### src/rtl/register_file_mp_pkg.sv
// register_file_mp_pkg: shared dump FSM encoding and read-source priority for register_file_mp
// Contents:
//   dump_state_t - dump FSM states (IDLE=0, LOAD=1, SEND=2, DONE=3)
//   read_src_t   - where a read port takes its value from
//   write_ok     - whether a write strobe actually lands in the array
//   read_src     - zero-register / bypass / range priority shared by read ports and the dump LOAD
package register_file_mp_pkg;

    typedef enum logic [1:0] {
        ST_IDLE = 2'd0,
        ST_LOAD = 2'd1,
        ST_SEND = 2'd2,
        ST_DONE = 2'd3
    } dump_state_t;

    typedef enum logic [1:0] {
        SRC_ZERO   = 2'd0,
        SRC_BYPASS = 2'd1,
        SRC_ARRAY  = 2'd2
    } read_src_t;

    function automatic logic write_ok(input int unsigned waddr, input logic we,
                                      input int unsigned depth, input int zero_reg);
        return we && !(zero_reg != 0 && waddr == 0) && waddr < depth;
    endfunction

    // The zero register beats bypass so r0 can never leak write data; bypass beats the
    // range check, which cannot conflict because a dropped write never bypasses.
    function automatic read_src_t read_src(input int unsigned addr, input int unsigned waddr,
                                           input int unsigned depth, input logic we,
                                           input int zero_reg, input int bypass);
        return (zero_reg != 0 && addr == 0) ? SRC_ZERO
             : (bypass != 0 && write_ok(waddr, we, depth, zero_reg) && addr == waddr) ? SRC_BYPASS
             : (addr >= depth) ? SRC_ZERO
             : SRC_ARRAY;
    endfunction

endpackage

### src/rtl/register_file_mp_dump_ctrl.sv
// regfile_dump_ctrl: handshaked engine that streams registers 0..RAM_DEPTH-1 to the debug unit
// Ports:
//   clock, reset     - rising-edge clock, asynchronous active-high reset
//   start            - single-cycle dump request, honoured only while idle
//   ready            - consumer ready
//   rd_data          - array value for rd_addr, already through the read priority mux
//   rd_addr          - dump pointer driven onto the internal read port
//   valid/addr/data  - registered dump word, held stable while ready is low
//   done             - one-cycle pulse after the last word is accepted
//   busy             - high whenever the FSM is not idle
module regfile_dump_ctrl
    import register_file_mp_pkg::*;
#(
    parameter int NB_ADDR   = 5,
    parameter int NB_DATA   = 32,
    parameter int RAM_DEPTH = 2**NB_ADDR
) (
    input  logic               clock,
    input  logic               reset,
    input  logic               start,
    input  logic               ready,
    input  logic [NB_DATA-1:0] rd_data,
    output logic [NB_ADDR-1:0] rd_addr,
    output logic               valid,
    output logic [NB_ADDR-1:0] addr,
    output logic [NB_DATA-1:0] data,
    output logic               done,
    output logic               busy
);

    localparam int PW = $clog2(RAM_DEPTH + 1);
    localparam logic [PW-1:0] LAST = PW'(RAM_DEPTH - 1);

    dump_state_t   state;
    logic [PW-1:0] ptr;

    assign rd_addr = NB_ADDR'(ptr);

    always_ff @(posedge clock or posedge reset) begin
        if (reset) begin
            state <= ST_IDLE;
            ptr   <= '0;
            valid <= 1'b0;
            addr  <= '0;
            data  <= '0;
            done  <= 1'b0;
            busy  <= 1'b0;
        end else begin
            case (state)
                ST_IDLE: begin
                    if (start) begin
                        ptr   <= '0;
                        busy  <= 1'b1;
                        state <= ST_LOAD;
                    end
                end
                ST_LOAD: begin
                    addr  <= rd_addr;
                    data  <= rd_data;
                    valid <= 1'b1;
                    state <= ST_SEND;
                end
                ST_SEND: begin
                    if (ready) begin
                        valid <= 1'b0;
                        if (ptr == LAST) begin
                            done  <= 1'b1;
                            state <= ST_DONE;
                        end else begin
                            ptr   <= ptr + PW'(1);
                            state <= ST_LOAD;
                        end
                    end
                end
                ST_DONE: begin
                    done  <= 1'b0;
                    busy  <= 1'b0;
                    state <= ST_IDLE;
                end
                default: state <= ST_IDLE;
            endcase
        end
    end

endmodule

### src/rtl/register_file_mp.sv
// register_file_mp: multi-port decode-stage register file with zero register, bypass and debug dump
// Ports:
//   i_clock, i_reset                   - rising-edge clock, asynchronous active-high reset
//   i_write_enable/i_write_addr/i_data - single write port
//   i_read_addr/o_read_data            - N_READ combinational read ports, port k in slice k
//   i_dump_start/i_dump_ready          - dump request and consumer ready
//   o_dump_valid/addr/data/done        - dump word stream and completion pulse
//   o_busy                             - dump engine active
module register_file_mp
    import register_file_mp_pkg::*;
#(
    parameter int NB_ADDR   = 5,
    parameter int NB_DATA   = 32,
    parameter int RAM_DEPTH = 2**NB_ADDR,
    parameter int N_READ    = 2,
    parameter int ZERO_REG  = 1,
    parameter int BYPASS    = 1
) (
    input  logic                      i_clock,
    input  logic                      i_reset,
    input  logic                      i_write_enable,
    input  logic [NB_ADDR-1:0]        i_write_addr,
    input  logic [NB_DATA-1:0]        i_data,
    input  logic [N_READ*NB_ADDR-1:0] i_read_addr,
    output logic [N_READ*NB_DATA-1:0] o_read_data,
    input  logic                      i_dump_start,
    input  logic                      i_dump_ready,
    output logic                      o_dump_valid,
    output logic [NB_ADDR-1:0]        o_dump_addr,
    output logic [NB_DATA-1:0]        o_dump_data,
    output logic                      o_dump_done,
    output logic                      o_busy
);

    // Storage spans the whole address space so any address indexes it directly; slots at or
    // above RAM_DEPTH are never written and stay zero, so synthesis folds them away.
    localparam int SLOTS = 2**NB_ADDR;

    logic [NB_DATA-1:0] regs [SLOTS];
    logic               wr_ok;
    logic [NB_ADDR-1:0] dump_ptr;
    logic [NB_DATA-1:0] dump_rd;

    assign wr_ok = write_ok(32'(i_write_addr), i_write_enable, RAM_DEPTH, ZERO_REG);

    always_ff @(posedge i_clock or posedge i_reset) begin
        if (i_reset) begin
            for (int i = 0; i < SLOTS; i++) regs[i] <= '0;
        end else if (wr_ok) begin
            regs[i_write_addr] <= i_data;
        end
    end

    function automatic logic [NB_DATA-1:0] read_value(input logic [NB_ADDR-1:0] a);
        read_src_t src;
        src = read_src(32'(a), 32'(i_write_addr), RAM_DEPTH, i_write_enable, ZERO_REG, BYPASS);
        return src == SRC_BYPASS ? i_data : src == SRC_ARRAY ? regs[a] : '0;
    endfunction

    always_comb begin
        o_read_data = '0;
        for (int k = 0; k < N_READ; k++)
            o_read_data[k*NB_DATA +: NB_DATA] = read_value(i_read_addr[k*NB_ADDR +: NB_ADDR]);
    end

    // Extra internal read port for the dump engine, with the same bypass behaviour as the others.
    assign dump_rd = read_value(dump_ptr);

    regfile_dump_ctrl #(
        .NB_ADDR  (NB_ADDR),
        .NB_DATA  (NB_DATA),
        .RAM_DEPTH(RAM_DEPTH)
    ) u_dump (
        .clock  (i_clock),
        .reset  (i_reset),
        .start  (i_dump_start),
        .ready  (i_dump_ready),
        .rd_data(dump_rd),
        .rd_addr(dump_ptr),
        .valid  (o_dump_valid),
        .addr   (o_dump_addr),
        .data   (o_dump_data),
        .done   (o_dump_done),
        .busy   (o_busy)
    );

endmodule

### config.mk
export PLATFORM = sky130hd
export DESIGN_NAME = register_file_mp
export DESIGN_NICKNAME = d
export VERILOG_FILES = /design/src/rtl/register_file_mp_pkg.sv /design/src/rtl/register_file_mp_dump_ctrl.sv /design/src/rtl/register_file_mp.sv
export SDC_FILE = /design/constraint.sdc
export NUM_CORES = 2
export LEC_CHECK = 0
export BUFFER_PORTS_ARGS = -buffer_cell sky130_fd_sc_hd__buf_4
export CELL_PAD_IN_SITES_DETAIL_PLACEMENT = 0
export CELL_PAD_IN_SITES_GLOBAL_PLACEMENT = 1
export CORE_MARGIN = 2
export CORE_UTILIZATION = 40
export CTS_CLUSTER_SIZE = 30
export DETAILED_ROUTE_END_ITERATION = 7
export GPL_TIMING_DRIVEN = 0
export PLACE_DENSITY = 0.69
export SLEW_MARGIN = 30
export SYNTH_ARGS = -nofsm -noshare
export SYNTH_HDL_FRONTEND = slang
export SYNTH_SLANG_ARGS = --single-unit
### constraint.sdc
create_clock -name i_clock -period 48.1 [get_ports i_clock]
set_input_delay 14.43 -clock i_clock [delete_from_list [all_inputs] [get_ports i_clock]]
set_output_delay 14.43 -clock i_clock [all_outputs]
set_load 0.01 [all_outputs]
==> results.toml <==
[status]
outcome = "complete, no violations"

[setup_path]
r2r-start = "u_dump.ptr[1]"
worstRegToRegCells = 11
required_ns = 33.67
timing.rr.end = "u_dump.data[12]"
cp-end-kind = "primary output"
cp_max_fo = 10
reg2reg_slack_ns = 43.14
critical_path_class = "in2out"
cp-start-kind = "input pin"
worstPathArrival_ns = 18.91

[placed_design]
port_buffers = 147
dp_cells = 7199
post-dp-hpwl_um = 238500
place.gp.congestion = 1.008

[floorplanning]
pin_count = 156
num_rows = 148
die-area_sq_mm = 0.1681
core_area_sq_mm = 0.1631
die_h_um = 410.0
start_util = 0.4041
floorplan.die.width_um = 410.0

[sta]
period_share = 0.6931
hold_ws_ns = 0.4839
max_clock_freq_mhz = 30.00
period_minus_slack_ns = 33.34
finClkSkew_ns = 0.03474
relSlewSlack = 0.2226
finalMaxSlewViolations = 0
hold_viol_final = 0
rsz0062_at_grt = "false"
worst_slew_pin_slew_ns = 1.166
fin_tns_setup_ns = 0
setup_viol = 0

[synthesis]
syn_avg_cell_area_sq_um = 13.59
synthCells = 4851
ys_async_sr_fraction = 1.000
ys_seq_area_frac = 0.4069
synth_ff_type = "dfrtp_1"
yosys_warnings = 0
syn_nets = 4905
synth_area_sq_mm = 0.06593
synth_cell_types = 55
synth_edf_count = 0
ys_seq_elements = 1072

[clock_tree]
path_clk_slew_ns = 0.06
cts_hold_buf = 0
post_cts_buffers = 0
cts_root_buf = "clkbuf_16"
clock_path_buffers = 3
tritoncts = "built"
cts_resized = 0
cts_sinks = 1072
htree_levels = 3
numCtsBuffers = 120
clkLatencyLatePin_ns = 0.79

[global_route]
grt-ovfl-total = 0
grt_first_pass_wirelength_um = 436400
grt_max_degree = 93
grt_pass1_vias = 50661
antenna_found_initial = 32
grt_usage = 0.3796

[drt]
via_count = 52492
wl_per_cell_um = 43.62
viasPerCell = 7.055
routed_wl_um = 324500
ant_nets = 0
drcViolationCount = 0
firstDrtPassIters = 6
drtIter0Drc = 8334

[final_layout]
multi_input_area_sq_mm = 0.03652
layout_commonest_cell = "dfrtp_1"
nFillCells = 14688
finalNonFillerCells = 7440
area_growth_pct = 13.42
final_cell_mix = "dfrtp_1 (1072), mux2_2 (1055), mux4_2 (548)"
regArea_sq_mm = 0.02683
drive_gt1_frac = 0.4437
nets = 5203

[min_path]
min_to = "u_dump.addr[1]"
hold_depth = 2
hp-class = "reg2reg"
hp-start = "u_dump.addr[1]"

[power_and_ir_drop]
pwr_density_cell_mw_per_mm2 = 44.11
ir_drop_v = 0.00002965
power.leakage_nw = 31.98

[flow_run]
cap_violations = 0
how the worst max path moves through the flow:
stage	startpoint	end	cells after the start
2_1_floorplan	i_reset	regs[0]	1
3_3_place_gp	i_reset	regs[985]	2
3_5_place_dp	i_read_addr[0]	o_read_data[17]	9
4_1_cts	i_read_addr[0]	o_read_data[17]	9
5_1_grt	i_read_addr[0]	o_read_data[17]	9
6_report	i_read_addr[0]	o_read_data[18]	10
kinds of logic (layout without fill, tap and decap cells):
kind of cell,count (synthesis),after routing,synth area share
buffers and inverters,580,980,0.03957
AOI/OAI and AO/OA,698,698,0.07617
DFF,1072,1072,0.4069
other,0,14,0
and+or+nand+nor,385,385,0.02873
adders and majority gates,2,2,0.0003795
xor gates and xnor gates,19,19,0.002524
muxes,2095,2095,0.4458
per-stage QoR:
stage	area, sq um	power [mW]	setup slack [ns]	utilization
after floorplan	65930	1.854	3.493	-
after global placement	69760	2.224	-9.186	0.4276
after detailed placement	70490	2.250	15.21	0.4320
after CTS	74710	3.246	15.23	0.4579
after global routing	74750	3.374	14.97	0.4582
final	74780	3.299	14.76	0.4584
final cells by class:
class	count	share of cell area
multi-input cells	3199	0.4884
flip-flops and latches	1072	0.3587
clock buffers	163	0.04691
well taps	2175	0.03639
plain buffers	573	0.03577
repair buffers	176	0.02339
clock inverters	61	0.009537
diodes	14	0.0004685
inverters	7	0.0004517
flip-flops by register name, summed over array words and instances (netlist names):
register      cells
u_dump.state      2
u_dump.ptr        6
u_dump.busy       1
regs           1024
u_dump.done       1
u_dump.valid      1
u_dump.data      32
u_dump.addr       5
layer usage:
metal	wire, um	vias up	global-route usage
li1	-	19632	-
met1	120200	27596	0.4841
met2	133700	4160	0.5294
met3	44810	1076	0.1522
met4	25630	28	0.2514
met5	175	-	0
critical path, cell delays in order:
cell      delay, ns
clkbuf_1       0.42
buf_2          0.63
buf_2          0.78
nor2_2         0.42
clkbuf_1       0.45
a22oi_1        0.29
nand3_1        0.24
a21oi_1        0.80
a211o_1        0.25
buf_4          0.14
synth_stat cells, types with 37 or more instances:
cell      instances  share of area
dfrtp_1        1072           0.41
mux2_2         1055           0.18
mux4_2          548           0.19
mux2i_1         477          0.072
clkbuf_1        268          0.015
buf_2           205          0.016
a22oi_1         183          0.021
nand2_1         125         0.0071
a21oi_1         115         0.0087
a211oi_1        112          0.013
nor2b_1          73         0.0069
nand3_1          66         0.0050
buf_1            63         0.0036
nor2_1           55         0.0031
o22ai_1          49         0.0046
a221o_1          38         0.0058
o21ai_0          37         0.0028
power breakdown:
part | internal (mW) | total [mW] | switching (mW)
sequential | 1.07 | 1.26 | 0.188
clock | 0.584 | 1.01 | 0.424
combinational | 0.480 | 1.03 | 0.550
No activity file was read; power rests on OpenSTA's default activity.
